### config.mk
export PLATFORM = sky130hd
export DESIGN_NAME = input_sram_loader
export DESIGN_NICKNAME = d
export VERILOG_FILES = /design/src/rtl/input_sram_loader.sv
export SDC_FILE = /design/constraint.sdc
export NUM_CORES = 1
export LEC_CHECK = 0
export ABC_CLOCK_PERIOD_IN_PS = 8500
export BUFFER_PORTS_ARGS = -buffer_cell sky130_fd_sc_hd__buf_2
export CAP_MARGIN = 20
export CORE_MARGIN = 5
export CORE_UTILIZATION = 56
export CTS_CLUSTER_DIAMETER = 80
export DETAILED_ROUTE_END_ITERATION = 10
export GPL_TIMING_DRIVEN = 1
export PLACE_DENSITY = 0.75
export SLEW_MARGIN = 20
export SYNTH_ARGS = -nofsm -noshare
export SYNTH_HDL_FRONTEND = slang
export SYNTH_SLANG_ARGS = --single-unit
### constraint.sdc
create_clock -name clk -period 8.5 [get_ports clk]
set_clock_uncertainty 0.2 [all_clocks]
set_input_delay 0.425 -clock clk [delete_from_list [all_inputs] [get_ports clk]]
set_output_delay 0.425 -clock clk [all_outputs]
set_load 0.01 [all_outputs]
### src/rtl/input_sram_loader.sv
// Packs a host byte stream of square matrices into the input SRAM image:
// per matrix a header {8'h00, N} and N*N/2 two-pixel words, then a 16'hFFFF terminator.
module input_sram_loader #(
    parameter int unsigned MAX_N     = 64,
    parameter int unsigned BASE_ADDR = 0
) (
    input  logic        clk,
    input  logic        reset_b,
    input  logic        load_start,
    input  logic        load_finish,
    input  logic        s_valid,
    input  logic [7:0]  s_data,
    output logic        s_ready,
    output logic        loader_busy,
    output logic        loader_done,
    output logic        loader_error,
    output logic [7:0]  matrix_count,
    output logic        input_sram_write_enable,
    output logic [11:0] input_sram_write_addresss,
    output logic [15:0] input_sram_write_data
);
    localparam int unsigned AW    = 12;
    localparam int unsigned CW    = AW + 1;
    localparam int unsigned PW    = 15;
    localparam int unsigned SW    = 17;
    localparam int unsigned DEPTH = 1 << AW;

    typedef enum logic [2:0] {
        ST_IDLE,
        ST_GET_N,
        ST_PIX_HI,
        ST_PIX_LO,
        ST_TERM,
        ST_ERR
    } state_t;

    state_t          r_state;
    state_t          w_state_nxt;

    // r_addr is one bit wider than the SRAM address so "all 4096 words used" is representable
    logic [CW-1:0]   r_addr;
    logic [PW-1:0]   r_words_left;
    logic [7:0]      r_hi;
    logic [7:0]      r_count;
    logic            r_error;
    logic            r_done;
    logic            r_we;
    logic [AW-1:0]   r_waddr;
    logic [15:0]     r_wdata;

    logic [CW-1:0]   w_addr_nxt;
    logic [PW-1:0]   w_words_nxt;
    logic [7:0]      w_hi_nxt;
    logic [7:0]      w_count_nxt;
    logic            w_error_nxt;
    logic            w_done_nxt;
    logic            w_we_nxt;
    logic [AW-1:0]   w_waddr_nxt;
    logic [15:0]     w_wdata_nxt;
    logic            w_s_ready;

    logic [PW-1:0]   w_payload;
    logic [SW-1:0]   w_need;
    logic [SW-1:0]   w_room;
    logic            w_full;
    logic            w_hdr_ok;
    logic [7:0]      w_count_inc;

    // Header legality: even N in [4, MAX_N] and header + payload + terminator must still fit
    assign w_payload   = PW'((16'(s_data) * 16'(s_data)) >> 1);
    assign w_need      = SW'(w_payload) + SW'(2);
    assign w_room      = SW'(DEPTH) - SW'(r_addr);
    assign w_full      = r_addr[AW];
    assign w_hdr_ok    = ~s_data[0] && (s_data >= 8'd4) && (s_data <= 8'(MAX_N)) &&
                         (w_need <= w_room);
    assign w_count_inc = (r_count == 8'hFF) ? r_count : r_count + 8'd1;

    always_ff @(posedge clk or negedge reset_b) begin
        if (!reset_b) begin
            r_state <= ST_IDLE;
        end else begin
            r_state <= w_state_nxt;
        end
    end

    always_comb begin
        w_state_nxt = r_state;
        w_addr_nxt  = r_addr;
        w_words_nxt = r_words_left;
        w_hi_nxt    = r_hi;
        w_count_nxt = r_count;
        w_error_nxt = r_error;
        w_done_nxt  = 1'b0;
        w_we_nxt    = 1'b0;
        w_waddr_nxt = r_waddr;
        w_wdata_nxt = r_wdata;
        w_s_ready   = 1'b0;

        case (r_state)
            ST_IDLE, ST_ERR: begin
                if (load_start) begin
                    w_state_nxt = ST_GET_N;
                    w_addr_nxt  = CW'(BASE_ADDR);
                    w_count_nxt = 8'd0;
                    w_error_nxt = 1'b0;
                end
            end
            ST_GET_N: begin
                w_s_ready = ~load_finish;
                if (load_finish) begin
                    if (w_full) begin
                        w_state_nxt = ST_ERR;
                        w_error_nxt = 1'b1;
                    end else begin
                        w_we_nxt    = 1'b1;
                        w_waddr_nxt = r_addr[AW-1:0];
                        w_wdata_nxt = 16'hFFFF;
                        w_addr_nxt  = r_addr + CW'(1);
                        w_state_nxt = ST_TERM;
                    end
                end else if (s_valid) begin
                    if (w_hdr_ok) begin
                        w_we_nxt    = 1'b1;
                        w_waddr_nxt = r_addr[AW-1:0];
                        w_wdata_nxt = {8'h00, s_data};
                        w_addr_nxt  = r_addr + CW'(1);
                        w_words_nxt = w_payload;
                        w_state_nxt = ST_PIX_HI;
                    end else begin
                        w_state_nxt = ST_ERR;
                        w_error_nxt = 1'b1;
                    end
                end
            end
            ST_PIX_HI: begin
                w_s_ready = 1'b1;
                if (load_finish) begin
                    w_state_nxt = ST_ERR;
                    w_error_nxt = 1'b1;
                end else if (s_valid) begin
                    w_hi_nxt    = s_data;
                    w_state_nxt = ST_PIX_LO;
                end
            end
            ST_PIX_LO: begin
                w_s_ready = 1'b1;
                if (load_finish || (s_valid && w_full)) begin
                    w_state_nxt = ST_ERR;
                    w_error_nxt = 1'b1;
                end else if (s_valid) begin
                    w_we_nxt    = 1'b1;
                    w_waddr_nxt = r_addr[AW-1:0];
                    w_wdata_nxt = {r_hi, s_data};
                    w_addr_nxt  = r_addr + CW'(1);
                    w_words_nxt = r_words_left - PW'(1);
                    if (r_words_left == PW'(1)) begin
                        w_count_nxt = w_count_inc;
                        w_state_nxt = ST_GET_N;
                    end else begin
                        w_state_nxt = ST_PIX_HI;
                    end
                end
            end
            ST_TERM: begin
                w_done_nxt  = 1'b1;
                w_state_nxt = ST_IDLE;
            end
            default: begin
                w_state_nxt = ST_IDLE;
            end
        endcase
    end

    always_ff @(posedge clk or negedge reset_b) begin
        if (!reset_b) begin
            r_addr       <= '0;
            r_words_left <= '0;
            r_hi         <= '0;
            r_count      <= '0;
            r_error      <= 1'b0;
            r_done       <= 1'b0;
            r_we         <= 1'b0;
            r_waddr      <= '0;
            r_wdata      <= '0;
        end else begin
            r_addr       <= w_addr_nxt;
            r_words_left <= w_words_nxt;
            r_hi         <= w_hi_nxt;
            r_count      <= w_count_nxt;
            r_error      <= w_error_nxt;
            r_done       <= w_done_nxt;
            r_we         <= w_we_nxt;
            r_waddr      <= w_waddr_nxt;
            r_wdata      <= w_wdata_nxt;
        end
    end

    assign s_ready                   = w_s_ready;
    assign loader_busy               = (r_state == ST_GET_N) || (r_state == ST_PIX_HI) ||
                                       (r_state == ST_PIX_LO) || (r_state == ST_TERM);
    assign loader_done               = r_done;
    assign loader_error              = r_error;
    assign matrix_count              = r_count;
    assign input_sram_write_enable   = r_we;
    assign input_sram_write_addresss = r_waddr;
    assign input_sram_write_data     = r_wdata;

endmodule

Yosys cells after proc, flatten, opt, wreduce, memory -nomap -nowiden
Cells that the tools add are included.

word-level totals
  register bits after elaboration = 78
  bits of input ports = 13
  output and inout bits = 41

cells by class
  reduce and logical (&&, ||, !) cells = 23
  bitwise operators = 2
  add/subtract/negate cells = 5
  multiplexer cells = 62
  equal/unequal tests = 24
  multipliers = 1
  magnitude comparators = 3

operators by type and width
  cell                      count
  $mux W16                  6
  $mux W13                  7
  $mux W15                  5
  $mux W12                  6
  $mux W8                   5
  $pmux W13 S3              1
  $pmux W16 S2              1
  $pmux W15 S2              1
  $mux W3                   8
  $pmux W12 S2              1
  $reduce_and A6 Y1         4
  $ne A3 B3 Y1 const B      7
  $ne A2 B2 Y1 const B      10
  $le A16 B17 Y1            1
  $add A15 B2 Y16 const B   1
  $mul A8 B8 Y16            1
  $pmux W8 S2               1
  $eq A15 B1 Y1 const B     1
  $mux W1                   15
  $sub A15 B1 Y15 const B   1
  $reduce_and A7 Y1         2
  $sub A13 B13 Y14 const A  1
  $add A13 B1 Y13 const B   1
  $pmux W3 S4               1
  20 further kinds          32

Logic depth before layout (Yosys ltp)
Gate-level depths: netlist of run 1.

  depth after elaboration = 8
  mapped depth = 30
  depth with buffers taken out = 27

Least setup slack after synthesis of run 1
No wires, ideal clock.

  path type = input-to-reg
  start = input port s_data[3]
  end = register r_waddr[0] (netlist: input_sram_write_addresss[0])
  cell stages on the path = 27
  data required time = 8,175 ps
  buffers on the path = 3
  arrival = 7,242 ps
  path slack = 933 ps
  setup time = 125 ps
  path through = clkbuf_1 > inv_1 > nor2_1 > inv_1 > fa_1 > fa_1 > fa_1 > fa_1 > inv_1 > ha_1 > o21a_1 > nor4b_1 > o31ai_1 > o41ai_1 > or3b_1 > clkbuf_1 > nor4_1 > xnor2_1 > ha_1 > nand4_1 > or4_1 > a31oi_1 > o21a_1 > nor2_4 > nor3_2 > buf_6 > mux2_4

between the ends
  cells in the longest elaborated chain, start to end = 6
  elaborated cells between the ends (all ways) = 10
  classes of those cells = add/sub (1); mul (1); order compare (3); eq/ne (1); reduce/logical (4)

RTL lines
  element                                                        RTL line  source
  from (decl)                                                    12        input logic [7:0] s_data,
  $mul A8 B8 Y16 / $ge A8 B3 Y1 (equally long branches)          70, 74
  $add A15 B2 Y16 / $logic_and A1 B1 Y1 (equally long branches)  71, 74
  $le A16 B17 Y1 / $logic_and A1 B1 Y1 (equally long branches)   75, 74
  $logic_and A1 B1 Y1 *                                          74        assign w_hdr_ok = ~s_data[0] && (s_data >= 8'd4) && (s_data <= 8'(MAX_N)) &&
  $ne A3 B3 Y1 (no line) *                                       --
  $reduce_and A6 Y1 (no line) *                                  --
  to (signal assigned)                                           193       r_waddr <= w_waddr_nxt;
  to (decl)                                                      48        logic [AW-1:0] r_waddr;

Mark *: on every way between the ends. The rest lies on a longest branch, timed or not.
A chain may end at the register's enable or synchronous reset.

Final worst setup path of run 1
  start = input port s_data[5]
  end = register r_wdata[11] (netlist: input_sram_write_data[11])

between the ends
  cells in the longest elaborated chain, start to end = 6
  elaborated cells between the ends (all ways) = 10
  classes of those cells = add/sub (1); mul (1); order compare (3); eq/ne (1); reduce/logical (4)

RTL lines
  element                                                        RTL line  source
  $mul A8 B8 Y16 / $ge A8 B3 Y1 (equally long branches)          70, 74
  $add A15 B2 Y16 / $logic_and A1 B1 Y1 (equally long branches)  71, 74
  $le A16 B17 Y1 / $logic_and A1 B1 Y1 (equally long branches)   75, 74
  $logic_and A1 B1 Y1 *                                          74
  $ne A3 B3 Y1 (no line) *                                       --
  $reduce_and A6 Y1 (no line) *                                  --
  to (signal assigned)                                           194       r_wdata <= w_wdata_nxt;
  to (decl)                                                      49        logic [15:0] r_wdata;

Marked as above.

==> results.tsv, run 1 <==
metric	value	unit
final total power	2240	uW
DRC viols	0	
Pins Over Slew Limit	0	
Reg2Reg Setup Slack	3.96	ns
Routed WL	15800	microns
fmax	0.128	GHz
Worst-Margin Slew	0.899	ns
Syn Nets	864	
CTS root buffer	clkbuf_16	
Max IR drop VDD	0.171	mV
RSZ-0062 raised after global routing	false	
relative slew slack	40.0	%
register area share after synthesis	28.7	%
vias in the first global route	5702	
Worst Path Arrival	7.81	ns
drt first pass iters	5	
static leakage	0.00361	uW
status	finished clean	
post-synth cell types	72	
Post-synth EDFFs	0	
largest net degree at the start of global routing	79	
floorplan die area	14500	sq um
# diodes	0	
cells after synthesis	775	
crit start category	primary input	
Seq cells post-synth	78	
initial core utilization	56.9	%
fin crit period	7.79	ns
Area Overhead vs Synth	9.33	%
Final Util	62.3	%
Post-synth ARST share	100	%
syn_area_per_cell	8.79	sq um
vias per cell	6.02	
commonest cells in the netlist	78 x dfrtp_1, 77 x inv_1, 61 x nor2_1, 60 x o21ai_0, 53 x ha_1	
Die X	120	microns
Num CTS Buffers	9	
Max-Cap Viols	0	
CP max FO	22	
post-synth top area share	28.7	%
critical path required time	8.52	ns
Port Buffers	53	
crit end category	register	
DP Wirelength	12100	microns
post-cts sizing count	0	
grt ovf	0	
Setup violations, final	0	
Post-synth top flop	dfrtp_1	
Vias	5783	
Inst Count DP	943	
initial antenna violation count	0	
Synth Warn #	0	
Final Cycle Share	91.7	%
fin area	7450	sq um
type of the worst setup path	primary input to register	
DIE HEIGHT	120	microns
pwr dens	301	nW/um^2
Routed Antenna Nets	0	
setup TNS	0	ns
Layout Cells excl Fill	960	
buffer count from post-CTS setup fixing	0	
share of cells above drive strength 1	14.0	%
H-tree Lvls	3	
worst skew pair latency	0.34	ns
top cell type by total area after synthesis	dfrtp_1	
# rows	40	
Netlist Area Pre-Place	6810	sq um
clk slew on worst S/H paths	0.07	ns
GRT Total Usage	22.5	%
Ports	54	
Worst Hold Class	primary input to register	
Hold Fails Final Rpt	0	
TritonCTS clock tree	yes	
drt initial violations	506	
Sink Count	78	
dpl cell area	7150	sq um
Synth area leaders	dfrtp_1 29%, ha_1 9.7%, fa_1 6.8%	
core region area	12000	sq um
RD Place Congestion	0.945	
Max clock buf depth	2	
Final nets	897	
most numerous cell in the Yosys netlist	dfrtp_1	
first-pass GRT wire length	26700	microns
CTS Hold Bufs	0	
wire per inst	16.5	microns
## path summary, 6_finish.rpt
path / start / end / cells after the start
hold / removal: s_valid / r_state[2]$_DFFE_PN0P_ / 3
hold reg to reg: input_sram_write_addresss[10]$_DFFE_PN0P_ / input_sram_write_addresss[10]$_DFFE_PN0P_ / 1
max in group asynchronous: reset_b / r_words_left[10]$_DFFE_PN0P_ / 2
min in group asynchronous: reset_b / input_sram_write_addresss[2]$_DFFE_PN0P_ / 2
setup / recovery: s_data[5] / input_sram_write_data[11]$_DFFE_PN0P_ / 27
setup reg to reg: r_addr[3]$_DFFE_PN0P_ / input_sram_write_data[11]$_DFFE_PN0P_ / 15
## report_power, final
group	switching, uW	internal [uW]
registers	77.2	460
clock network	172	204
logic	777	553
total	1030	1220
## cells by family (layout without fill, tap and decap cells)
kind of cell | Yosys count | in the layout | share of synthesized area (%)
flops | 78 | 78 | 28.7
xor+xnor | 41 | 41 | 5.27
fa+ha+maj | 76 | 76 | 16.5
compound gates | 169 | 169 | 15.8
simple gates | 255 | 255 | 20.2
buf+inv | 117 | 155 | 6.91
mux | 39 | 39 | 6.69
## cell type report
| type | instances | area, sq um |
|---|---|---|
| fillers | 1049 | 4510 |
| multi-input cells | 580 | 4400 |
| flip-flops and latches | 78 | 1950 |
| repair buffers | 61 | 334 |
| inverters | 78 | 295 |
| clock buffers | 9 | 225 |
| well taps | 147 | 184 |
| clock inverters | 7 | 61.3 |
## registers in the layout, indices dropped and copies added (netlist names), 3 cells and up
register and cells:
r_words_left 15, r_hi 8, r_state 3, r_addr 13, input_sram_write_data 16, matrix_count 8, input_sram_write_addresss 12
## metrics by stage
| step | setup WS (ns) | hold WS, ns |
|---|---|---|
| final | 0.709 | 0.262 |
| after global routing | 0.197 | 0.276 |
| after CTS | 0.708 | 0.0815 |
| after detailed placement | 0.364 | 0.289 |
| after global placement | 0.687 | 0.272 |
| after floorplan | 0.933 | -0.0706 |
## layout by cell type, fill, tap and decap left out, types with 10 or more instances in the layout
cell type  instances
a21oi_1           31
and2_1            24
and3_1            11
buf_2             52
dfrtp_1           78
fa_1              23
ha_1              53
inv_1             77
mux2_2            11
mux2_4            10
mux2i_1           17
nand2_1           41
nand2b_1          20
nand3_1           17
nor2_1            61
nor3_1            22
o21ai_0           60
o31ai_1           12
xnor2_1           24
xor2_1            17
## routing by layer
metal	vias up	global-route usage, %	wire, microns
met2	156	39.2	8050
li1	2764	-	-
met4	0	7.93	274
met1	2840	28.0	6780
met3	23	4.12	716
met5	-	0	0
## critical path, stage by stage
cell     delay [ns]
buf_2          0.21
inv_1          0.11
nor2_1         0.18
inv_1          0.08
fa_1           0.46
fa_1           0.52
fa_1           0.53
fa_1           0.55
inv_1          0.04
ha_1           0.39
o21a_1         0.17
nor4b_1        0.58
o31ai_1        0.12
o41ai_1        0.14
or3b_1         0.50
nor4_1         0.36
xor2_1         0.11
ha_1           0.32
nand2_1        0.07
or4_1          0.51
a31oi_1        0.20
o21a_1         0.22
nor2_4         0.11
nor3_4         0.16
buf_4          0.34
inv_4          0.20
mux2i_1        0.17
No activity file was read; power rests on OpenSTA's default activity.
==> run 2: changes to the inputs <==
--- a/config.mk
+++ b/config.mk
@@ -14,6 +14,7 @@
 export DETAILED_ROUTE_END_ITERATION = 10
 export GPL_TIMING_DRIVEN = 1
 export PLACE_DENSITY = 0.75
+export RECOVER_POWER = 50
 export SLEW_MARGIN = 20
 export SYNTH_ARGS = -nofsm -noshare
 export SYNTH_HDL_FRONTEND = slang
==> run 2 against run 1 <==
The flow now finishes with violations (max-capacitance violations, max-slew violations). Sequential share of layout area increased by 0.11 points. Via count up 0.66%. First-iteration DRC count down 0.59%. Worst setup slack got worse by 0.010 ns. Count of clock-buffer cells in the layout is the same. Utilization shrank 0.26 points. Final cell count stayed put. Sequential power about the same. Non-clock buffer count did not move. Design area fell by 0.42%. Clock power about the same. Largest power group unchanged. Highest routed layer unchanged.
==> results.tsv, run 2 (same netlist as run 1, synthesis figures left out) <==
metric	value	unit	change
clk slew on worst S/H paths	0.07	ns	about the same
grt ovf	0		unchanged
critical path required time	8.52	ns	about the same
GRT Total Usage	22.5	%	unchanged
GRT Max-Usage Layer	met2		
Pins Over Slew Limit	79		+79
fin crit period	7.80	ns	+0.0104 ns
core region area	12000	sq um	unchanged
fin area	7420	sq um	-0.42%
Sink Count	78		unchanged
hold-critical path depth	3		unchanged
failing checks	max-capacitance violations, max-slew violations		
DIE HEIGHT	120	microns	unchanged
initial antenna violation count	0		unchanged
crit end category	register		
Area Overhead vs Synth	8.87	%	
DP Wirelength	12100	microns	unchanged
met1 Use GR	28.0	%	unchanged
setup TNS	0	ns	unchanged
dpl cell area	7150	sq um	unchanged
drt initial violations	503		-0.59%
RSZ-0062 raised after global routing	false		
CP max FO	22		unchanged
crit start category	primary input		
floorplan die area	14500	sq um	unchanged
GR Util met2	39.2	%	unchanged
status	complete, but fails checks		
# rows	40		unchanged
Die X	120	microns	unchanged
initial core utilization	56.9	%	unchanged
slowest CP cell	nor4b_1		
DRC viols	0		unchanged
Max-Cap Viols	1		+1
Crit path largest cell delay	0.57	ns	about the same
Num CTS Buffers	9		unchanged
final total power	2240	uW	-0.32%
most used cell, CP	fa_1		
Worst Hold Class	primary input to register		
RD Place Congestion	0.945		unchanged
Worst-Margin Slew	4.17	ns	+3.27 ns
Setup violations, final	0		unchanged
first-pass GRT wire length	26700	microns	unchanged
relative slew slack	-178	%	-220 points
vias in the first global route	5702		unchanged
static leakage	0.00354	uW	-2.0%
CTS root buffer	clkbuf_16		
Max IR drop VDD	0.172	mV	+0.40%
pre-CTS setup slack	0.364	ns	unchanged
share of cells above drive strength 1	11.6	%	-2.5 points
most frequent cells in the layout	78 x dfrtp_1, 77 x inv_1, 61 x nor2_1, 60 x o21ai_0, 53 x ha_1		
# diodes	0		unchanged
buffer count from post-CTS setup fixing	0		unchanged
worst setup margin	0.698	ns	-0.0104 ns
Port Buffers	53		unchanged
wire per inst	16.5	microns	+0.27%
Vias	5821		+0.66%
Max clock buf depth	2		unchanged
Hold Fails Final Rpt	0		unchanged
TritonCTS clock tree	yes		
largest net degree at the start of global routing	79		unchanged
H-tree Lvls	3		unchanged
most common cell after layout, fill and taps aside	dfrtp_1		
Ports	54		unchanged
Worst R2R Path Depth	15		unchanged
type of the worst setup path	primary input to register		
vias per cell	6.06		+0.66%
met3 usage	4.12	%	unchanged
fmax	0.128	GHz	-0.13%
Final nets	897		unchanged
Worst Path Arrival	7.82	ns	about the same
max reg flops	16		unchanged
Worst Hold Slack	0.262	ns	+0.000515 ns
Reg2Reg Setup Slack	3.94	ns	-0.02 ns
Routed WL	15900	microns	+0.27%
worst skew pair latency	0.34	ns	about the same
Routed Antenna Nets	0		unchanged
Final Cycle Share	91.8	%	+0.12 points
drt first pass iters	5		unchanged
pwr dens	301	nW/um^2	+0.10%
==> run 2: cell types whose count changed in the layout (fill, tap and decap cells not counted), sizes merged <==
cell    delta
clkbuf    +20
buf       -20
==> run 2: cell type report <==
class | count | area [sq um]
repair buffers | 61 | 303
fillers | 1062 | 4550
inverters | 78 | 295
clock inverters | 7 | 61.3
multi-input cells | 580 | 4400
flip-flops and latches | 78 | 1950
well taps | 147 | 184
clock buffers | 9 | 225
==> run 2: critical path, delay by kind of cell <==
kind | cells | cell delay, ns
AOI/OAI and AO/OA | 5 | 0.87
xor gates and xnor gates | 1 | 0.11
adders and majority gates | 6 | 2.77
buffers and inverters | 6 | 0.98
muxes | 1 | 0.17
and+or+nand+nor | 8 | 2.46
==> run 2: timing repair <==
item	4_1_cts	5_1_grt
hold endpoints to repair	0	47
hold buffers	0	1
resized for setup	0	0
==> run 2: path summary, 6_finish.rpt <==
kind                                                                 from                                         to
worst max-delay path                                            s_data[5]      input_sram_write_data[11]$_DFFE_PN0P_
worst min-delay path                                              s_valid                     r_state[2]$_DFFE_PN0P_
worst max register to register                      r_addr[3]$_DFFE_PN0P_      input_sram_write_data[11]$_DFFE_PN0P_
worst min register to register  input_sram_write_addresss[10]$_DFFE_PN0P_  input_sram_write_addresss[10]$_DFFE_PN0P_
max in group asynchronous                                         reset_b                        r_hi[3]$_DFFE_PN0P_
min in group asynchronous                                         reset_b   input_sram_write_addresss[2]$_DFFE_PN0P_
==> run 2: metrics by stage <==
stage / utilization (%) / std cells
floorplan: - / 775
global placement: 59.7 / 943
detailed placement: 59.7 / 943
CTS: 62.1 / 959
global route: 62.0 / 960
finish: 62.0 / 960
==> run 2: per-layer routing <==
layer / share of wire, % / wire, microns
met1: 43 / 6780
met4: 1.8 / 282
met3: 4.6 / 735
met2: 51 / 8070
met5: 0 / 0
==> run 2: report_power, final <==
| group | leakage, uW | internal [uW] | switching, uW |
|---|---|---|---|
| Clock | 0.000135 | 204 | 172 |
| Sequential | 0.00101 | 460 | 78.1 |
| Combinational | 0.00240 | 546 | 776 |
| Total | 0.00354 | 1210 | 1030 |
